**src/rtl/ctrl_pkg.sv**
```systemverilog
// -----------------------------------------------------------------------------
// ctrl_pkg
// Shared types and constants for the processor debug/sequencing logic.
//   ctrl_mode_t  : step/run controller state, also driven out as its `mode`
//   instr_type_t : decoded instruction class, shared with the decoder
//   CLK_HZ       : board system clock frequency
// -----------------------------------------------------------------------------
package ctrl_pkg;

  localparam int CLK_HZ = 50_000_000;

  typedef enum logic [1:0] {
    HALT  = 2'd0,
    STEP  = 2'd1,
    RUN   = 2'd2,
    BREAK = 2'd3
  } ctrl_mode_t;

  typedef enum logic [2:0] {
    INSTR_OTHER = 3'd0,
    INSTR_MOV   = 3'd1,
    INSTR_STR   = 3'd2,
    INSTR_LDR   = 3'd3,
    INSTR_ADD   = 3'd4,
    INSTR_SUB   = 3'd5,
    INSTR_AND   = 3'd6,
    INSTR_B     = 3'd7
  } instr_type_t;

endpackage

```
**src/rtl/issue_timer.sv**
```systemverilog
// -----------------------------------------------------------------------------
// issue_timer
// Burst counter and free-run divider for step_run_controller.
//   clk, reset   : system clock, synchronous active-high reset
//   start        : begin a burst; issue_active rises on the next clock
//   run          : enables the divider; the divider is held at 0 while low
//   issue_active : high for exactly STEP_CYCLES consecutive clocks per burst
//   issue_done   : high on the last clock of a burst
//   tick         : high while running and the divider is at 0 (issue start slot)
// -----------------------------------------------------------------------------
module issue_timer #(
  parameter int STEP_CYCLES = 1,
  parameter int RUN_DIV     = 25_000_000
) (
  input  logic clk,
  input  logic reset,
  input  logic start,
  input  logic run,
  output logic issue_active,
  output logic issue_done,
  output logic tick
);

  localparam int BW = (STEP_CYCLES > 1) ? $clog2(STEP_CYCLES) : 1;
  localparam int DW = (RUN_DIV > 1) ? $clog2(RUN_DIV) : 1;
  localparam logic [BW-1:0] BURST_LAST = BW'(STEP_CYCLES - 1);
  localparam logic [DW-1:0] DIV_LAST   = DW'(RUN_DIV - 1);

  logic [BW-1:0] burst_cnt;
  logic [DW-1:0] div_cnt;

  assign issue_done = issue_active && (burst_cnt == BURST_LAST);
  assign tick       = run && (div_cnt == '0);

  // NOTE: state registers use non-blocking assignments so every flop samples
  // pre-edge values regardless of statement order.
  always_ff @(posedge clk) begin
    if (reset) begin
      issue_active <= 1'b0;
      burst_cnt    <= '0;
      div_cnt      <= '0;
    end else begin
      if (start) begin
        issue_active <= 1'b1;
        burst_cnt    <= '0;
      end else if (issue_done) begin
        issue_active <= 1'b0;
        burst_cnt    <= '0;
      end else if (issue_active) begin
        burst_cnt <= burst_cnt + BW'(1);
      end

      // Holding the divider at 0 outside RUN makes the first RUN clock a tick.
      if (!run || div_cnt == DIV_LAST) div_cnt <= '0;
      else                             div_cnt <= div_cnt + DW'(1);
    end
  end

endmodule

```
**src/rtl/step_run_controller.sv**
```systemverilog
// -----------------------------------------------------------------------------
// step_run_controller
// Generates the clock enable of the single-cycle processor: halted, single-step
// (one issue per step_pulse) or free-run (one issue every RUN_DIV clocks), with
// a PC breakpoint checked at every RUN issue start.
// Optional macro TYPE_BREAK_EN adds an instruction-class breakpoint
// (ports brk_type, brk_type_valid).
//   clk, reset     : 50 MHz clock, synchronous active-high reset
//   step_pulse     : request one instruction (debounced pulse)
//   run_pulse      : toggle free-run / halt (debounced pulse)
//   pc, instr_type : current processor PC and decoded instruction class
//   bp_addr        : breakpoint address (word-aligned), bp_valid arms it
//   cpu_en         : processor clock enable (STEP_CYCLES clocks per issue)
//   mode           : 0 HALT, 1 STEP, 2 RUN, 3 BREAK
//   bp_hit         : high while in BREAK
//   retired        : completed issues, wraps modulo 2^CNT_W
// -----------------------------------------------------------------------------
module step_run_controller
  import ctrl_pkg::*;
#(
  parameter int STEP_CYCLES = 1,
  parameter int RUN_DIV     = CLK_HZ / 2,
  parameter int CNT_W       = 16
) (
  input  logic             clk,
  input  logic             reset,
  input  logic             step_pulse,
  input  logic             run_pulse,
  input  logic [31:0]      pc,
  input  logic [2:0]       instr_type,
  input  logic [31:0]      bp_addr,
  input  logic             bp_valid,
`ifdef TYPE_BREAK_EN
  input  logic [2:0]       brk_type,
  input  logic             brk_type_valid,
`endif
  output logic             cpu_en,
  output logic [1:0]       mode,
  output logic             bp_hit,
  output logic [CNT_W-1:0] retired
);

  ctrl_mode_t state;
  logic       skip;       // next RUN issue ignores the breakpoint match
  logic       halt_pend;  // run_pulse seen mid-burst; halt when it finishes
  logic       match;
  logic       start;
  logic       tick;
  logic       issue_active;
  logic       issue_done;

`ifdef TYPE_BREAK_EN
  assign match = (bp_valid && pc == bp_addr) ||
                 (brk_type_valid && instr_type == brk_type);
`else
  assign match = bp_valid && pc == bp_addr;
  logic unused_instr_type;
  assign unused_instr_type = ^instr_type;
`endif

  issue_timer #(
    .STEP_CYCLES (STEP_CYCLES),
    .RUN_DIV     (RUN_DIV)
  ) u_issue_timer (
    .clk          (clk),
    .reset        (reset),
    .start        (start),
    .run          (state == RUN),
    .issue_active (issue_active),
    .issue_done   (issue_done),
    .tick         (tick)
  );

  // Issue start decision is made the cycle before cpu_en rises.
  always_comb begin
    start = 1'b0;
    case (state)
      HALT, BREAK: start = step_pulse && !run_pulse;
      RUN:         start = tick && !run_pulse && (skip || !match);
      default:     start = 1'b0;
    endcase
  end

  always_ff @(posedge clk) begin
    if (reset) begin
      state     <= HALT;
      skip      <= 1'b0;
      halt_pend <= 1'b0;
      retired   <= '0;
    end else begin
      if (issue_done) retired <= retired + CNT_W'(1);

      case (state)
        HALT: begin
          if (run_pulse)       state <= RUN;
          else if (step_pulse) state <= STEP;
        end
        STEP: begin
          if (issue_done) state <= HALT;
        end
        RUN: begin
          // A halt request never truncates a burst.
          if ((run_pulse || halt_pend) && (!issue_active || issue_done)) begin
            state     <= HALT;
            halt_pend <= 1'b0;
            skip      <= 1'b0;
          end else begin
            if (run_pulse) halt_pend <= 1'b1;
            if (tick) begin
              if (!skip && match) state <= BREAK;
              skip <= 1'b0;
            end
          end
        end
        BREAK: begin
          if (run_pulse) begin
            state <= RUN;
            skip  <= 1'b1;
          end else if (step_pulse) begin
            state <= STEP;
          end
        end
        default: state <= HALT;
      endcase
    end
  end

  assign cpu_en = issue_active;
  assign mode   = state;
  assign bp_hit = (state == BREAK);

endmodule
```
**config.mk**
```make
export PLATFORM = sky130hd
export DESIGN_NAME = step_run_controller
export DESIGN_NICKNAME = d
export VERILOG_FILES = /design/src/rtl/ctrl_pkg.sv /design/src/rtl/issue_timer.sv /design/src/rtl/step_run_controller.sv
export SDC_FILE = /design/constraint.sdc
export NUM_CORES = 1
export LEC_CHECK = 0
export CAP_MARGIN = 40
export CORE_MARGIN = 1
export CORE_UTILIZATION = 25
export CTS_BUF_LIST = sky130_fd_sc_hd__clkbuf_8
export CTS_CLUSTER_DIAMETER = 30
export DETAILED_ROUTE_END_ITERATION = 6
export PLACE_DENSITY = 0.59
export SLEW_MARGIN = 20
export SYNTH_ARGS = -nofsm -noshare
export SYNTH_HDL_FRONTEND = slang
export SYNTH_SLANG_ARGS = --single-unit
```
**constraint.sdc**
```tcl
create_clock -name clk -period 1.7 [get_ports clk]
set_input_delay 0.17 -clock clk [delete_from_list [all_inputs] [get_ports clk]]
set_output_delay 0.17 -clock clk [all_outputs]
set_load 0.01 [all_outputs]
```
==> impl_metrics.csv, run 1 <==
group,metric,value,unit
placed_design,place.gp.congestion,0.803,
global_route,track_usage,0.121,
layout,n_antenna_cell,0,
synthesis,ys_ff_latch,47,
timing,skew,0.00526,ns
layout,fin_util,0.407,
timing,setup_slack,0.0645,ns
die,io_pins,92,
cts,path_clk_slew,0.09,ns
cts,postCtsHoldBufs,0,
die,start_util,0.262,
die,die_w,107,um
critical_path,start_kind,"register",
pwr,p_leak,1.51,nW
synthesis,synth_edf_count,0,
cts,cts_tree,"done",
detailed_routing,drc,0,
layout,syn_to_final_growth,55.2,%
pwr,power_density,715,nW/um^2
synthesis,ys.flop_type,"dfxtp_1",
detailed_routing,vias,2607,
die,dieArea,11400,sq um
synthesis,synth_top_area_frac,0.343,
critical_path,critPathCaptureType,"register",
cts,cts.sinks,47,
timing,tns,0,ns
cts,clock_path_buffers,2,
global_route,grt_max_degree,26,
synthesis,synth.largest_area_cell,"dfxtp_1",
layout,final_cells,573,
critical_path,critical_path_class,"register to register",
die,core,10500,sq um
cts,cts-htree-levels,2,
layout,fillCellCount,1054,
placed_design,placed_cell_area,4020,sq um
critical_path,worstRegToRegCells,7,
critical_path,cp.arrival,1.89,ns
timing,drv_slew,0,
timing,setup_viol,0,
critical_path,cp_max_fo,4,
synthesis,synth_seq_area_share,0.343,
timing,worst_pin_slew,0.359,ns
timing,finalCriticalPeriod,1.64,ns
global_route,grt_antenna_before_repair,0,
flow_run,maxCapViolCount,0,
placed_design,preCtsSetupSlack,-0.177,ns
placed_design,placedCellCount,564,
layout,drive_gt1_frac,0.178,
layout,fin_nets,515,
detailed_routing,vias_per_cell,4.55,
placed_design,dp.final_hpwl,5390,um
synthesis,syn_area,2750,sq um
layout,layout_commonest_cell,"clkdlybuf4s50_1",
detailed_routing,drt_iter0_markers,109,
timing,maxSlewHeadroom,0.758,
timing,finalHoldViolations,0,
timing,fmax,611,MHz
synthesis,synth_area_per_cell,8.77,sq um
pwr,ir_drop,418,uV
synthesis,synth.area.top_cells,"dfxtp_1 34%, xnor2_1 16%, nor2_1 6.8%, xor2_1 5.1%, ha_1 3.2%",
timing,finalCritPeriodShare,0.962,
run_status,status,"completed",
detailed_routing,ant_nets,0,
detailed_routing,totalWireLength,6880,um
layout,stdcell_area,4260,sq um
hold_path,hold_depth,1,
die,die_h,107,um
synthesis,mappedNetlistNets,392,
cts,cts_buffers,5,
synthesis,yosysWarnings,0,
die,std_cell_rows,37,
critical_path,required,1.95,ns
global_route,grt_pass1_wl,11300,um
placed_design,portBuffers,88,
timing,rsz0062_at_grt,"yes",
detailed_routing,wire_per_inst,12.0,um
hold_path,hold_path.class,"register to register",
cts,root_buffer,"clkbuf_8",
global_route,overflow,0,
synthesis,synth_cells,313,
global_route,grt_pass1_vias,2588,
synthesis,synth.distinct_cells,44,
synthesis,async_flop_share,0,
layout,final_cell_mix,"87 x clkdlybuf4s50_1, 51 x xnor2_1, 49 x nor2_1, 40 x dfxtp_1, 34 x buf_4",
cts,clock_latency,0.30,ns
detailed_routing,drtPass1Iterations,5,
[cells in the mapped netlist (2+ instances only)]
cell type and number:
xnor2_1 51, nor2_1 50, dfxtp_1 47, nand2_1 21, inv_1 16, xor2_1 16
nand3_1 14, nand4_1 14, nor4_1 12, nor3_1 10, ha_1 7, a21oi_1 4
and3_1 4, nor4_4 4, and4_1 3, buf_6 3, clkbuf_1 3, mux2i_1 3
a211o_1 2, nand3_4 2, nor4b_1 2, o22ai_1 2, or3_1 2
[per-layer routing]
layer  vias up  wire (um)  share of wire  track usage
met3         2        397          0.058       0.0347
li1       1327          -              -            -
met2        62       3370           0.49        0.214
met4         0         21         0.0031       0.0196
met1      1216       3090           0.45        0.147
met5         -          0              0            0
[metrics by stage]
stage	power [W]	hold slack [ns]
2_1_floorplan	0.00161	0.331
3_3_place_gp	0.00200	0.425
3_5_place_dp	0.00202	0.426
4_1_cts	0.00304	0.437
5_1_grt	0.00320	0.477
6_report	0.00304	0.446
[cell type report]
type	count	area, sq um	area share
inverters	16	60.1	0.0141
flip-flops and latches	47	950	0.223
multi-input cells	243	1790	0.420
clock buffers	5	68.8	0.0162
clock inverters	3	67.6	0.0159
well taps	136	170	0.0399
repair buffers	123	1150	0.271
[what timing repair did]
| action | in CTS | in global routing |
|---|---|---|
| gates resized for setup | 6 | 18 |
| setup buffers | 0 | 1 |
| endpoints found under the setup margin | 5 | 30 |
| pin swaps | 1 | 4 |
[power by group]
part | switching, W | total (W) | internal (W)
logic | 0.000374 | 0.000867 | 0.000493
registers | 0.0000379 | 0.00118 | 0.00115
clock network | 0.000407 | 0.000994 | 0.000587
total | 0.000819 | 0.00304 | 0.00223
[cell families after synthesis]
| group | count (synthesis) | share of synthesized area |
|---|---|---|
| compound gates | 18 | 0.0533 |
| xor+xnor | 67 | 0.214 |
| fa+ha+maj | 7 | 0.0319 |
| buf+inv | 23 | 0.0401 |
| flops | 47 | 0.343 |
| mux | 3 | 0.0109 |
| simple gates | 148 | 0.307 |
[path summary, 6_finish.rpt]
path | start | end | slack, ns
max | u_issue_timer.div_cnt[0]$_SDFF_PP0_ | u_issue_timer.issue_active$_SDFFE_PP0P_ | 0.06
min | u_issue_timer.div_cnt[0]$_SDFF_PP0_ | u_issue_timer.div_cnt[0]$_SDFF_PP0_ | 0.45
min reg2reg | u_issue_timer.div_cnt[0]$_SDFF_PP0_ | u_issue_timer.div_cnt[0]$_SDFF_PP0_ | 0.45
max reg2reg | u_issue_timer.div_cnt[0]$_SDFF_PP0_ | u_issue_timer.issue_active$_SDFFE_PP0P_ | 0.06
[worst max-delay path, stage by stage (launching register included)]
cell and delay (ns):
dfxtp_2 0.35, inv_2 0.07, ha_4 0.12, nor4b_4 0.18
nand4_1 0.24, nor2_2 0.19, nor4b_4 0.26, a31o_2 0.18
[flip-flops by register name, summed over array words and instances, names as in the netlist]
register / count
u_issue_timer.burst_cnt: 1
mode: 2
u_issue_timer.issue_active: 1
retired: 16
skip: 1
halt_pend: 1
u_issue_timer.div_cnt: 25
No activity file was read; power rests on OpenSTA's default activity.
==> run 2: changes to the inputs <==
- CORE_MARGIN: 1 -> 2
==> run 2 against run 1 <==
Die area increased by 3.8%. Register-to-register slack got worse by 0.05 ns. Worst setup slack got worse by 0.047 ns. Wire length increased by 3.7%. Combinational power increased by 12%. Count of clock-buffer cells in the layout increased by 1. Clock power decreased by 28%. Sequential share of layout area decreased by 0.41 points. Via count increased by 0.38%. Final area increased by 2.0%. Power decreased by 5.7%. Sequential cell count unchanged. Critical path type unchanged. Largest power group unchanged.
==> impl_metrics.csv, run 2 (synthesis results as in run 1) <==
group,metric,value,unit
global_route,track_usage,0.122,
die,die_w,109,um
critical_path,critical_path_class,"register to register",
critical_path,crit_top_cell,"nor4b_4",
critical_path,critPathMaxStageDelay,0.37,ns
global_route,grt_antenna_before_repair,0,
layout,fin_nets,522,
critical_path,reg2reg_slack,0.02,ns
layout,n_antenna_cell,0,
timing,rsz0062_at_grt,"yes",
timing,finalCritPeriodShare,0.989,
layout,drive_gt1_frac,0.196,
critical_path,path_cells,"inv_2 > ha_4 > nor4b_4 > nand4_1 > nor2_2 > nor4b_4 > a31o_2",
critical_path,critPathCaptureType,"register",
layout,syn_to_final_growth,58.3,%
timing,finalHoldViolations,0,
placed_design,placed_cell_area,4050,sq um
timing,worst_pin_slew,0.324,ns
pwr,p_total,0.00287,W
die,die_h,109,um
layout,largest_reg_flops,25,
timing,fmax,595,MHz
run_status,status,"completed",
detailed_routing,drtPass1Iterations,4,
critical_path,cpMaxStageDelayCell,"dfxtp_4",
flow_run,maxCapViolCount,0,
cts,root_buffer,"clkbuf_8",
timing,skew,0.00816,ns
global_route,grt_max_degree,26,
cts,cts_tree,"done",
detailed_routing,routed.top_layer,"met4",
critical_path,cp.arrival,1.93,ns
global_route,overflow,0,
detailed_routing,wire_per_inst,12.2,um
timing,tns,0,ns
detailed_routing,drt_iter0_markers,114,
die,start_util,0.254,
die,io_pins,92,
placed_design,dp.final_hpwl,5480,um
pwr,ir_drop,290,uV
global_route,grt_pass1_wl,11600,um
detailed_routing,met2_length,3630,um
cts,clock_latency,0.30,ns
die,dieArea,11800,sq um
cts,cts.sinks,47,
detailed_routing,drc,0,
critical_path,cp_max_fo,4,
layout,layout_commonest_cell,"clkdlybuf4s50_1",
critical_path,start_kind,"register",
detailed_routing,wl_met1,3050,um
timing,drv_slew,0,
layout,stdcell_area,4350,sq um
placed_design,placedCellCount,571,
layout,final_cell_mix,"87 x clkdlybuf4s50_1, 51 x xnor2_1, 49 x nor2_1, 41 x dfxtp_1, 37 x buf_4",
die,core,10800,sq um
die,std_cell_rows,38,
detailed_routing,vias,2617,
timing,finalCriticalPeriod,1.68,ns
cts,clock_path_buffers,2,
detailed_routing,vias_per_cell,4.48,
detailed_routing,wl_met3,353,um
timing,maxSlewHeadroom,0.782,
layout,final_cells,584,
layout,largest_register,"u_issue_timer.div_cnt",
cts,path_clk_slew,0.09,ns
placed_design,portBuffers,88,
cts,cts_buffers,5,
hold_path,hold_path.class,"register to register",
detailed_routing,totalWireLength,7140,um
cts,postCtsHoldBufs,0,
pwr,p_leak,1.55,nW
placed_design,place.gp.congestion,0.840,
detailed_routing,ant_nets,0,
timing,holdWs,0.459,ns
cts,cts-htree-levels,2,
critical_path,cp_num_buf_inv,1,
pwr,power_density,661,nW/um^2
critical_path,path_delay_family,"simple AND/OR/NAND/NOR gates",
critical_path,required,1.95,ns
global_route,grt_pass1_vias,2672,
timing,setup_viol,0,
[run 2: cell types whose count changed in the layout (fill, tap and decap cells not counted), moves of 2 or more]
| cell | change |
|---|---|
| dfxtp_2 | -2 |
| clkbuf_16 | +2 |
| bufinv_16 | -2 |
| buf_4 | +3 |
[run 2: path summary, 6_finish.rpt]
| kind | startpoint | end | cells after the start |
|---|---|---|---|
| worst max register to register | u_issue_timer.div_cnt[0]$_SDFF_PP0_ | u_issue_timer.issue_active$_SDFFE_PP0P_ | 7 |
| worst min register to register | u_issue_timer.div_cnt[0]$_SDFF_PP0_ | u_issue_timer.div_cnt[0]$_SDFF_PP0_ | 1 |
| worst max-delay path | u_issue_timer.div_cnt[0]$_SDFF_PP0_ | u_issue_timer.issue_active$_SDFFE_PP0P_ | 7 |
| worst min-delay path | u_issue_timer.div_cnt[0]$_SDFF_PP0_ | u_issue_timer.div_cnt[0]$_SDFF_PP0_ | 1 |
[run 2: cell type report]
cell class	instances	area [sq um]
Inverter	16	60.1
Clock buffer	6	82.6
Timing Repair Buffer	130	1260
Sequential cell	47	951
Tap cell	140	175
Fill cell	1098	6450
Multi-Input combinational cell	243	1800
Clock inverter	2	16.3
[run 2: report_power, final]
group / total (W) / switching, W / internal (W) / leakage (nW)
clock: 0.000713 / 0.000381 / 0.000332 / 0.0474
combinational: 0.000973 / 0.000397 / 0.000576 / 1.12
sequential: 0.00119 / 0.0000380 / 0.00115 / 0.382
[run 2: layer usage]
layer / track usage / vias up
met3: 0.0293 / 10
met1: 0.136 / 1219
met2: 0.226 / 56
met4: 0.0394 / 0
met5: 0 / -
li1: - / 1332
[run 2: what timing repair did]
action                                  CTS  global route
gates resized for setup                   7            21
pin swaps                                 2             6
setup buffers                             0             2
gates cloned                              0             3
endpoints found under the setup margin    5            33
[run 2: per-stage QoR]
stage | setup slack [ns] | utilization
floorplan | 0.0126 | -
global placement | -0.184 | 0.375
detailed placement | -0.169 | 0.375
CTS | 0.0313 | 0.387
global route | -0.0883 | 0.403
finish | 0.0179 | 0.403
==> run 3: changes to the inputs <==
- CTS_CLUSTER_DIAMETER: 30 -> 60
==> results of run 3 <==
Final layout, timing and power as in run 2 (identical DEF).
